## config.mk

```make
export PLATFORM = sky130hd
export DESIGN_NAME = sccb_slave
export DESIGN_NICKNAME = d
export VERILOG_FILES = /design/src/rtl/sccb_pkg.sv /design/src/rtl/sccb_slave_sync.sv /design/src/rtl/sccb_slave.sv
export SDC_FILE = /design/constraint.sdc
export NUM_CORES = 2
export LEC_CHECK = 0
export ABC_AREA = 0
export BUFFER_PORTS_ARGS = -buffer_cell sky130_fd_sc_hd__buf_2
export CORE_MARGIN = 3
export CORE_UTILIZATION = 34
export DETAILED_ROUTE_END_ITERATION = 6
export PLACE_DENSITY = 0.58
export SYNTH_ARGS = -nofsm -noshare
export SYNTH_HDL_FRONTEND = slang
export SYNTH_HIERARCHICAL = 1
export SYNTH_SLANG_ARGS = --single-unit
```

## constraint.sdc

```tcl
create_clock -name clk_25m -period 3.4 [get_ports clk_25m]
set_clock_uncertainty 0.05 [all_clocks]
set_input_delay 0.68 -clock clk_25m [delete_from_list [all_inputs] [get_ports clk_25m]]
set_output_delay 0.68 -clock clk_25m [all_outputs]
set_load 0.05 [all_outputs]
```

## src/rtl/sccb_pkg.sv

```systemverilog
// Shared definitions for the SCCB slave.
// Holds the FSM state encoding, the default device ID and the byte width.
package sccb_pkg;

  localparam int         BYTE_W         = 8;
  localparam int         REG_DEPTH      = 1 << BYTE_W;
  localparam logic [7:0] DEV_ID_DEFAULT = 8'h42;

  typedef enum logic [3:0] {
    ST_IDLE,
    ST_ID,
    ST_ID_ACK,
    ST_SUB,
    ST_SUB_ACK,
    ST_WDATA,
    ST_WDATA_ACK,
    ST_RDATA,
    ST_RDATA_NA,
    ST_WAIT_STOP
  } state_e;

endpackage

```

## src/rtl/sccb_slave_sync.sv

```systemverilog
// Bus front end for the SCCB slave: 2-FF synchronizers on SCL/SDA, SCL edge
// detectors and START/STOP detectors.
// Ports:
//   clk_25m, rst_n           system clock, async active-low reset
//   scl_in, sda_in           raw pad inputs (asynchronous)
//   scl_rise, scl_fall       combinational pulses on the synchronized SCL edge
//   sda_s                    synchronized SDA level
//   start_det, stop_det      registered pulses, one cycle after the SDA edge
module sccb_slave_sync (
  input  logic clk_25m,
  input  logic rst_n,
  input  logic scl_in,
  input  logic sda_in,
  output logic scl_rise,
  output logic scl_fall,
  output logic sda_s,
  output logic start_det,
  output logic stop_det
);

  logic [1:0] scl_sync_q, scl_sync_d;
  logic [1:0] sda_sync_q, sda_sync_d;
  logic       scl_prev_q, scl_prev_d;
  logic       sda_prev_q, sda_prev_d;
  logic       start_q, start_d;
  logic       stop_q, stop_d;

  always_comb begin
    scl_sync_d = {scl_sync_q[0], scl_in};
    sda_sync_d = {sda_sync_q[0], sda_in};
    scl_prev_d = scl_sync_q[1];
    sda_prev_d = sda_sync_q[1];
    // SCL must be high on both sides of the SDA edge so that an SCL edge
    // landing in the same cycle is never mistaken for a bus condition.
    start_d = scl_sync_q[1] & scl_prev_q &  sda_prev_q & ~sda_sync_q[1];
    stop_d  = scl_sync_q[1] & scl_prev_q & ~sda_prev_q &  sda_sync_q[1];
  end

  always_ff @(posedge clk_25m or negedge rst_n) begin
    if (!rst_n) begin
      scl_sync_q <= 2'b11;
      sda_sync_q <= 2'b11;
      scl_prev_q <= 1'b1;
      sda_prev_q <= 1'b1;
      start_q    <= 1'b0;
      stop_q     <= 1'b0;
    end else begin
      scl_sync_q <= scl_sync_d;
      sda_sync_q <= sda_sync_d;
      scl_prev_q <= scl_prev_d;
      sda_prev_q <= sda_prev_d;
      start_q    <= start_d;
      stop_q     <= stop_d;
    end
  end

  assign scl_rise  =  scl_sync_q[1] & ~scl_prev_q;
  assign scl_fall  = ~scl_sync_q[1] &  scl_prev_q;
  assign sda_s     = sda_sync_q[1];
  assign start_det = start_q;
  assign stop_det  = stop_q;

endmodule

```

## src/rtl/sccb_slave.sv

```systemverilog
// SCCB slave with a 256 x 8 register file.
// Accepts 3-phase writes (ID, sub-address, data) and 2-phase writes (ID,
// sub-address) that only set the sub-address. With SCCB_SLAVE_READ_EN defined,
// a read ID returns regfile[sub] MSB first; otherwise read IDs are ignored.
// Ports:
//   clk_25m, rst_n     system clock, async active-low reset
//   scl_in, sda_in     SCCB bus inputs (asynchronous)
//   sda_oe             1 pulls SDA low; the pad is open-drain
//   wr_pulse           one-cycle strobe per completed register write
//   wr_addr, wr_data   address/data of the last write
//   busy               high from START until STOP
//   err_pulse          one-cycle strobe on ID mismatch or mid-byte START/STOP
//
// state        | meaning
// -------------+----------------------------------------------------------
// ST_IDLE      | bus idle, waiting for START
// ST_ID        | receiving device ID byte
// ST_ID_ACK    | driving ACK for the ID byte
// ST_SUB       | receiving sub-address byte
// ST_SUB_ACK   | driving ACK for the sub-address
// ST_WDATA     | receiving write data byte
// ST_WDATA_ACK | driving ACK for the data byte
// ST_RDATA     | shifting regfile[sub] out MSB first
// ST_RDATA_NA  | master's NA bit, SDA released
// ST_WAIT_STOP | transaction done or rejected, waiting for STOP
module sccb_slave
  import sccb_pkg::*;
#(
  parameter logic [7:0] DEV_ID = DEV_ID_DEFAULT
) (
  input  logic              clk_25m,
  input  logic              rst_n,
  input  logic              scl_in,
  input  logic              sda_in,
  output logic              sda_oe,
  output logic              wr_pulse,
  output logic [BYTE_W-1:0] wr_addr,
  output logic [BYTE_W-1:0] wr_data,
  output logic              busy,
  output logic              err_pulse
);

  logic scl_rise, scl_fall, sda_s, start_det, stop_det;

  sccb_slave_sync u_sync (
    .clk_25m   (clk_25m),
    .rst_n     (rst_n),
    .scl_in    (scl_in),
    .sda_in    (sda_in),
    .scl_rise  (scl_rise),
    .scl_fall  (scl_fall),
    .sda_s     (sda_s),
    .start_det (start_det),
    .stop_det  (stop_det)
  );

  state_e              state_q, state_d;
  logic [2:0]          bit_cnt_q, bit_cnt_d;
  logic [BYTE_W-2:0]   shift_q, shift_d;
  logic                bit_q, bit_d;
  logic                bit_vld_q, bit_vld_d;
  logic [BYTE_W-1:0]   sub_q, sub_d;
  logic [BYTE_W-1:0]   wr_addr_q, wr_addr_d;
  logic                sda_oe_q, sda_oe_d;
  logic                busy_q, busy_d;
  logic                wr_pulse_q, wr_pulse_d;
  logic                err_pulse_q, err_pulse_d;
  logic                mem_we;
  logic [BYTE_W-1:0]   rx_byte;
  logic [BYTE_W-1:0]   mem_q [REG_DEPTH];
`ifdef SCCB_SLAVE_READ_EN
  logic                rnw_q, rnw_d;
  logic [BYTE_W-2:0]   tx_q, tx_d;
  logic [BYTE_W-1:0]   rd_byte;

  assign rd_byte = mem_q[sub_q];
`endif

  // A bit is sampled on SCL rise but only committed on the following SCL
  // fall. The SCL rise that precedes a STOP or repeated START therefore
  // never counts as a data bit, and a START's own SCL fall is ignored.
  assign rx_byte = {shift_q, bit_q};

  always_comb begin
    state_d     = state_q;
    bit_cnt_d   = bit_cnt_q;
    shift_d     = shift_q;
    bit_d       = bit_q;
    bit_vld_d   = bit_vld_q;
    sub_d       = sub_q;
    wr_addr_d   = wr_addr_q;
    sda_oe_d    = sda_oe_q;
    busy_d      = busy_q;
    wr_pulse_d  = 1'b0;
    err_pulse_d = 1'b0;
    mem_we      = 1'b0;
`ifdef SCCB_SLAVE_READ_EN
    rnw_d       = rnw_q;
    tx_d        = tx_q;
`endif
    if (stop_det) begin
      state_d     = ST_IDLE;
      sda_oe_d    = 1'b0;
      busy_d      = 1'b0;
      bit_cnt_d   = '0;
      bit_vld_d   = 1'b0;
      err_pulse_d = (bit_cnt_q != 3'd0);
    end else if (start_det) begin
      state_d     = ST_ID;
      sda_oe_d    = 1'b0;
      busy_d      = 1'b1;
      bit_cnt_d   = '0;
      bit_vld_d   = 1'b0;
      err_pulse_d = (bit_cnt_q != 3'd0);
    end else if (scl_rise) begin
      bit_d     = sda_s;
      bit_vld_d = 1'b1;
    end else if (scl_fall) begin
      bit_vld_d = 1'b0;
      if (bit_vld_q) begin
        case (state_q)
          ST_ID: begin
            shift_d   = rx_byte[BYTE_W-2:0];
            bit_cnt_d = bit_cnt_q + 3'd1;
            if (bit_cnt_q == 3'd7) begin
              if (rx_byte[7:1] != DEV_ID[7:1]) begin
                state_d     = ST_WAIT_STOP;
                err_pulse_d = 1'b1;
              end else if (rx_byte[0]) begin
`ifdef SCCB_SLAVE_READ_EN
                rnw_d    = 1'b1;
                state_d  = ST_ID_ACK;
                sda_oe_d = 1'b1;
`else
                state_d  = ST_WAIT_STOP;
`endif
              end else begin
`ifdef SCCB_SLAVE_READ_EN
                rnw_d    = 1'b0;
`endif
                state_d  = ST_ID_ACK;
                sda_oe_d = 1'b1;
              end
            end
          end
          ST_ID_ACK: begin
`ifdef SCCB_SLAVE_READ_EN
            if (rnw_q) begin
              state_d   = ST_RDATA;
              sda_oe_d  = ~rd_byte[BYTE_W-1];
              tx_d      = rd_byte[BYTE_W-2:0];
              bit_cnt_d = '0;
            end else begin
              state_d  = ST_SUB;
              sda_oe_d = 1'b0;
            end
`else
            state_d  = ST_SUB;
            sda_oe_d = 1'b0;
`endif
          end
          ST_SUB: begin
            shift_d   = rx_byte[BYTE_W-2:0];
            bit_cnt_d = bit_cnt_q + 3'd1;
            if (bit_cnt_q == 3'd7) begin
              sub_d    = rx_byte;
              state_d  = ST_SUB_ACK;
              sda_oe_d = 1'b1;
            end
          end
          ST_SUB_ACK: begin
            state_d  = ST_WDATA;
            sda_oe_d = 1'b0;
          end
          ST_WDATA: begin
            shift_d   = rx_byte[BYTE_W-2:0];
            bit_cnt_d = bit_cnt_q + 3'd1;
            if (bit_cnt_q == 3'd7) begin
              mem_we     = 1'b1;
              wr_addr_d  = sub_q;
              wr_pulse_d = 1'b1;
              state_d    = ST_WDATA_ACK;
              sda_oe_d   = 1'b1;
            end
          end
          ST_WDATA_ACK: begin
            state_d  = ST_WAIT_STOP;
            sda_oe_d = 1'b0;
          end
`ifdef SCCB_SLAVE_READ_EN
          ST_RDATA: begin
            bit_cnt_d = bit_cnt_q + 3'd1;
            if (bit_cnt_q == 3'd7) begin
              state_d  = ST_RDATA_NA;
              sda_oe_d = 1'b0;
            end else begin
              sda_oe_d = ~tx_q[BYTE_W-2];
              tx_d     = {tx_q[BYTE_W-3:0], 1'b0};
            end
          end
          ST_RDATA_NA: begin
            state_d = ST_WAIT_STOP;
          end
`endif
          default: ;
        endcase
      end
    end
  end

  always_ff @(posedge clk_25m or negedge rst_n) begin
    if (!rst_n) begin
      state_q     <= ST_IDLE;
      bit_cnt_q   <= '0;
      shift_q     <= '0;
      bit_q       <= 1'b0;
      bit_vld_q   <= 1'b0;
      sub_q       <= '0;
      wr_addr_q   <= '0;
      sda_oe_q    <= 1'b0;
      busy_q      <= 1'b0;
      wr_pulse_q  <= 1'b0;
      err_pulse_q <= 1'b0;
`ifdef SCCB_SLAVE_READ_EN
      rnw_q       <= 1'b0;
      tx_q        <= '0;
`endif
    end else begin
      state_q     <= state_d;
      bit_cnt_q   <= bit_cnt_d;
      shift_q     <= shift_d;
      bit_q       <= bit_d;
      bit_vld_q   <= bit_vld_d;
      sub_q       <= sub_d;
      wr_addr_q   <= wr_addr_d;
      sda_oe_q    <= sda_oe_d;
      busy_q      <= busy_d;
      wr_pulse_q  <= wr_pulse_d;
      err_pulse_q <= err_pulse_d;
`ifdef SCCB_SLAVE_READ_EN
      rnw_q       <= rnw_d;
      tx_q        <= tx_d;
`endif
    end
  end

  always_ff @(posedge clk_25m or negedge rst_n) begin
    if (!rst_n) begin
      for (int i = 0; i < REG_DEPTH; i++) mem_q[i] <= '0;
    end else if (mem_we) begin
      mem_q[sub_q] <= rx_byte;
    end
  end

  assign sda_oe    = sda_oe_q;
  assign busy      = busy_q;
  assign wr_pulse  = wr_pulse_q;
  assign err_pulse = err_pulse_q;
  assign wr_addr   = wr_addr_q;
  // wr_addr and the regfile entry it points at always change together, so
  // the regfile itself holds the last written data byte.
  assign wr_data   = mem_q[wr_addr_q];

endmodule

```

Word level (Yosys, flattened, before mapping). Index checks and enable logic that the tools add are counted.

Bitwise operators: 16. Muxes and demuxes: 54. Reduce and logical (&&, ||, !) cells: 19. $add $sub $neg: 1. Order comparisons: 3. Eq/ne operators: 15.

Operator list (count): $bwmux W2048 (1); $bmux W8 S8 (1); $demux W8 S8 (1); $mux W4 (10); $mux W1 (30); $mux W8 (3); $pmux W4 S6 (1); $reduce_and A7 Y1 (3); $ne A4 B2 Y1 const B (5); $ge A9 B9 Y1 const B (2); $mux W3 (6); $not A8 Y9 (2); $eq A4 B3 Y1 const B (3); $reduce_bool A3 Y1 (4); $lt A9 B1 Y1 const B (1); $eq A4 B2 Y1 const B (2); $reduce_and A8 Y1 (1); $reduce_bool A8 Y1 (1); $and A1 B1 Y1 (7); $ne A7 B6 Y1 const B (1); $not A1 Y1 (7); $reduce_and A6 Y1 (1); $reduce_or A3 Y1 (2); $reduce_bool A5 Y1 (1); 12 further kinds (12).

Input port bits: 4. Register bits: 2092. Output and inout bits: 20. Word-level logic and storage cells: 381.

Longest topological paths before layout.
Depth after elaboration: 9. Gate-level depth with buffers: 11. Depth with buffers taken out: 8.

Cells and area by module. The synthesis kept the hierarchy.

Modules (own cells, without submodules): sccb_slave (sequential area each 52150.0 um^2, area an instance 95086.2 um^2, instances 1, cells each 6247); sccb_slave_sync (sequential area each 207.7 um^2, area an instance 240.2 um^2, instances 1, cells each 12).

Worst setup path after synthesis. Ideal clock, no wire load.

Path type: flip-flop to output port. From: reg wr_addr_q[0] (netlist: wr_addr[0]). To: out wr_data[4]. Buffers on the path: 5. Cell stages (with the launch flop): 12. Path slack: -1.189 ns. Required time: 2.670 ns. Data arrival time: 3.859 ns. Path through: dfrtp_1 buf_2 buf_4 buf_6 buf_4 buf_4 nor2b_1 and3_1 a31oi_1 o211ai_1 nor3_1 nor4_1.

Word-level cells in the longest chain between the ends: 4.

Ends and longest elaborated chain: from (decl) (line sccb_slave.sv:63) `logic [BYTE_W-1:0] wr_addr_q, wr_addr_d;`; from (signal assigned) (line sccb_slave.sv:235) `wr_addr_q <= wr_addr_d;`; $not A8 Y9 (implied by the code) (line sccb_slave.sv:262) `assign wr_data = mem_q[wr_addr_q];`; $bmux W8 S8 (line sccb_slave.sv:262); $mux W8 (implied by the code) (2 in a row) (line sccb_slave.sv:262); to (decl) (line sccb_slave.sv:38) `output logic [BYTE_W-1:0] wr_data,`.

No other way between the ends. The select of a mux whose other input is x is not followed.

Worst setup path after layout.
From: reg wr_addr_q[1] (netlist: wr_addr[1]). To: out wr_data[6].

The elaborated chain is that of the path after synthesis.

==> metrics.txt <==
DP HPWL=179000 um; IO buf count=23; row count=193; cell with the most instances after synthesis=dfrtp_1; IO Count=24; Core Footprint=278000 um^2; top cells by count, synth=dfrtp_1 (2086), mux2_2 (1772), mux4_2 (437), clkbuf_1 (355), mux2_1 (302); fraction of layout cells with a size suffix above 1=0.532; antenna violations before repair=6; Worst path max stage delay=0.51 ns; area leader, netlist=dfrtp_1; Final min period=4.73 ns; Antenna Nets Post-Route=0; Worst path slowest cell=dfrtp_4; Hold Crit Class=input pin to asynchronous set/reset pin; Final WS setup=-1.33 ns; area delta synth->final=19.6%; Post-synth EDFFs=0; Yosys warning count=6; Clock Sinks=2092; status=finished with violations; fin nets=6719; overall routed net length=274000 um; Syn Inst Count=6259; Pre-antenna DRT Iters=5; Initial DRC Count=3859; root buffer cell=clkbuf_16; Clk pwr share=0.471; clock transition at the registers of the reported paths=0.06 ns; multi-input logic area=42100 um^2; failing checks=negative setup slack; syn_area_per_cell=15.2 um^2; startpoint types=register; Congestion Overflow GR=0; post-synthesis cell type count=67; critical path fanouts, max=13; H-tree depth=4; Setup CP Type=register to output pin; Crit. End Element=output pin; CTS tree=yes; pwr dens=456 nW/um^2; Routability Congestion=0.828; Clock Tree Buf Depth=4; Switching Share=0.240; fillers=25400; final setup fails=8; MaxCap Viol Count=0; Mapped Area=95300 um^2; Worst EP arrival=4.00 ns; sequential cell area=52400 um^2; share of synthesized registers carrying an async set or reset=1.00; FMAX=0.212 GHz; post-layout util=0.410; Internal=39.5 mW; sequential cell area fraction in the yosys report=0.549; Slew Viols, Final=0; total power=52.0 mW; Seq pwr share=0.485; pin count of the biggest net entering global routing=161; via count=57300; Placed Cells=10100; DIE AREA=287000 um^2; Hold Vio Cnt, Final=0; vias in the first global route=60600; DR WL/cell=25.9 um; Static Leakage=53.5 nW; setup slack at placement=-0.820 ns; Crit path buffers/inverters=5; cts bufs inserted=227; Logic pwr share=0.044; height of the die=536 um; first-pass GRT wire length=411000 um; RSZ-0062 raised after global routing=yes; Post-Syn Nets=6266; Rel. slew slack=0.210; drt via density=5.41; Synth Register Bits=2092; Cell Chain, Critical Path=buf_12, buf_16, buf_16, buf_4, mux4_2, mux4_2, nand2_1, nand4_1, o32ai_4, nor3_4, buf_6; All-Layer GR Usage=0.189; clk_lat worst skew=0.88 ns; Tcrit/Tclk final=1.39; Worst Max-Slew Pin Slew=1.18 ns; family with the most delay on the worst path=buffers and inverters; Initial Util=0.343; DIE WIDTH=536 um; switching power=12.5 mW; Post-synth top flop=dfrtp_1; Yosys top cell area share=0.548; fin cells=10600; worst vdd ir=0.506 mV; DRC=0; CP required=2.67 ns; largest cells by area after synthesis=dfrtp_1 (55%), mux2_2 (21%), mux4_2 (10%)
[what timing repair did]
item                                   CTS  global route
cloned                                   7             3
endpoints found under the hold margin  257             0
pin swaps                               45            50
hold buffers                             3             0
buffers inserted                        19            52
resized for setup                      158           133
setup endpoints to repair               71            98
[final timing paths]
path | start | to | slack [ns] | cells after the start
setup / recovery | wr_addr[1] | wr_data[6] | -1.33 | 11
hold / removal | rst_n | mem_q[1001] | 0.27 | 2
setup reg to reg | u_sync/scl_prev_q | mem_q[1465] | 0.06 | 10
hold reg to reg | u_sync/scl_sync_q[0] | u_sync/scl_sync_q[1] | 0.30 | 0
max in group asynchronous | rst_n | mem_q[1633] | 1.63 | 4
min in group clk_25m | u_sync/scl_sync_q[0] | u_sync/scl_sync_q[1] | 0.30 | 0
[state kept, by name (all words and copies together), names as in the netlist]
| name | cells |
|---|---|
| bit_vld_q | 1 |
| u_sync/sda_prev_q | 1 |
| u_sync/stop_det | 1 |
| wr_pulse | 1 |
| state_q | 4 |
| u_sync/sda_sync_q | 2 |
| mem_q | 2048 |
| u_sync/scl_prev_q | 1 |
| sda_oe | 1 |
| bit_q | 1 |
| u_sync/scl_sync_q | 2 |
| u_sync/start_det | 1 |
| err_pulse | 1 |
| busy | 1 |
| bit_cnt_q | 3 |
| sub_q | 8 |
| shift_q | 7 |
| wr_addr | 8 |
[cell families (layout without fill, tap and decap cells)]
| family | count (synthesis) | count (layout) | share of synthesized area |
|---|---|---|---|
| other cells | 0 | 3 | 0 |
| simple gates | 567 | 567 | 0.0320 |
| buf+inv | 509 | 1131 | 0.0231 |
| mux | 2655 | 2655 | 0.363 |
| fa+ha+maj | 3 | 3 | 0.000394 |
| flops | 2092 | 2092 | 0.549 |
| compound gates | 432 | 432 | 0.0318 |
| xor+xnor | 1 | 1 | 0.0000919 |
[worst register-to-register path: stages, from the launching register on]
cell and delay, ns:
dfstp_2 0.55, nor2b_1 0.17, and4bb_2 0.29, nand4_1 0.16, or2_1 0.38, inv_2 0.21, buf_4 0.21, and2_1 0.19
buf_12 0.27, nand2_1 0.41, mux2_2 0.39
[cells in the final DEF (no fill, tap or decap), types with 23 or more instances in the layout]
cell | netlist | layout
nand2_2 | 55 | 83
clkbuf_16 | 0 | 230
mux2_1 | 302 | 302
mux4_2 | 437 | 437
a21oi_1 | 92 | 73
nor2_1 | 57 | 50
nor2_2 | 70 | 75
a22oi_2 | 0 | 23
nand2_1 | 185 | 157
o221ai_1 | 35 | 25
buf_6 | 3 | 32
buf_12 | 0 | 116
nand3_1 | 24 | 23
clkbuf_1 | 355 | 48
clkbuf_8 | 0 | 59
o22ai_1 | 46 | 28
buf_4 | 47 | 527
mux2i_1 | 144 | 141
clkinv_2 | 0 | 38
dfrtp_1 | 2086 | 2072
a22oi_1 | 140 | 117
mux2_2 | 1772 | 1772
[area by class of cell]
type | count | area share
Antenna cell | 3 | 0.0000659
Clock buffer | 334 | 0.0585
Clock inverter | 64 | 0.00596
Inverter | 10 | 0.000329
Multi-Input combinational cell | 3658 | 0.369
Sequential cell | 2092 | 0.460
Tap cell | 3705 | 0.0407
Timing Repair Buffer | 723 | 0.0653
[power groups by stage]
| stage | combinational [mW] | sequential, mW | clock [mW] |
|---|---|---|---|
| 6_report | 2.29 | 25.2 | 24.5 |
| 5_1_grt | 2.53 | 25.2 | 26.1 |
| 4_1_cts | 2.36 | 25.2 | 25.1 |
| 3_5_place_dp | 2.35 | 25.6 | 0 |
| 3_3_place_gp | 2.28 | 25.6 | 0 |
| 2_1_floorplan | 1.12 | 25.4 | 0 |
[through the flow]
step	TNS (ns)	hold WS [ns]	area [um^2]
floorplan	-0.0353	0.295	95700
global placement	-8.05	0.297	104000
detailed placement	-11.06	0.298	104000
CTS	-10.22	0.255	113000
global route	-10.33	0.264	114000
finish	-9.76	0.265	114000
[routing by layer]
metal | GRT usage | routed length, um | vias up
met5 | 0 | 0 | -
met4 | 0.0534 | 8100 | 0
met3 | 0.0270 | 12300 | 373
met2 | 0.299 | 128000 | 1250
met1 | 0.270 | 126000 | 31400
li1 | - | - | 24300
No activity file was read; power rests on OpenSTA's default activity.
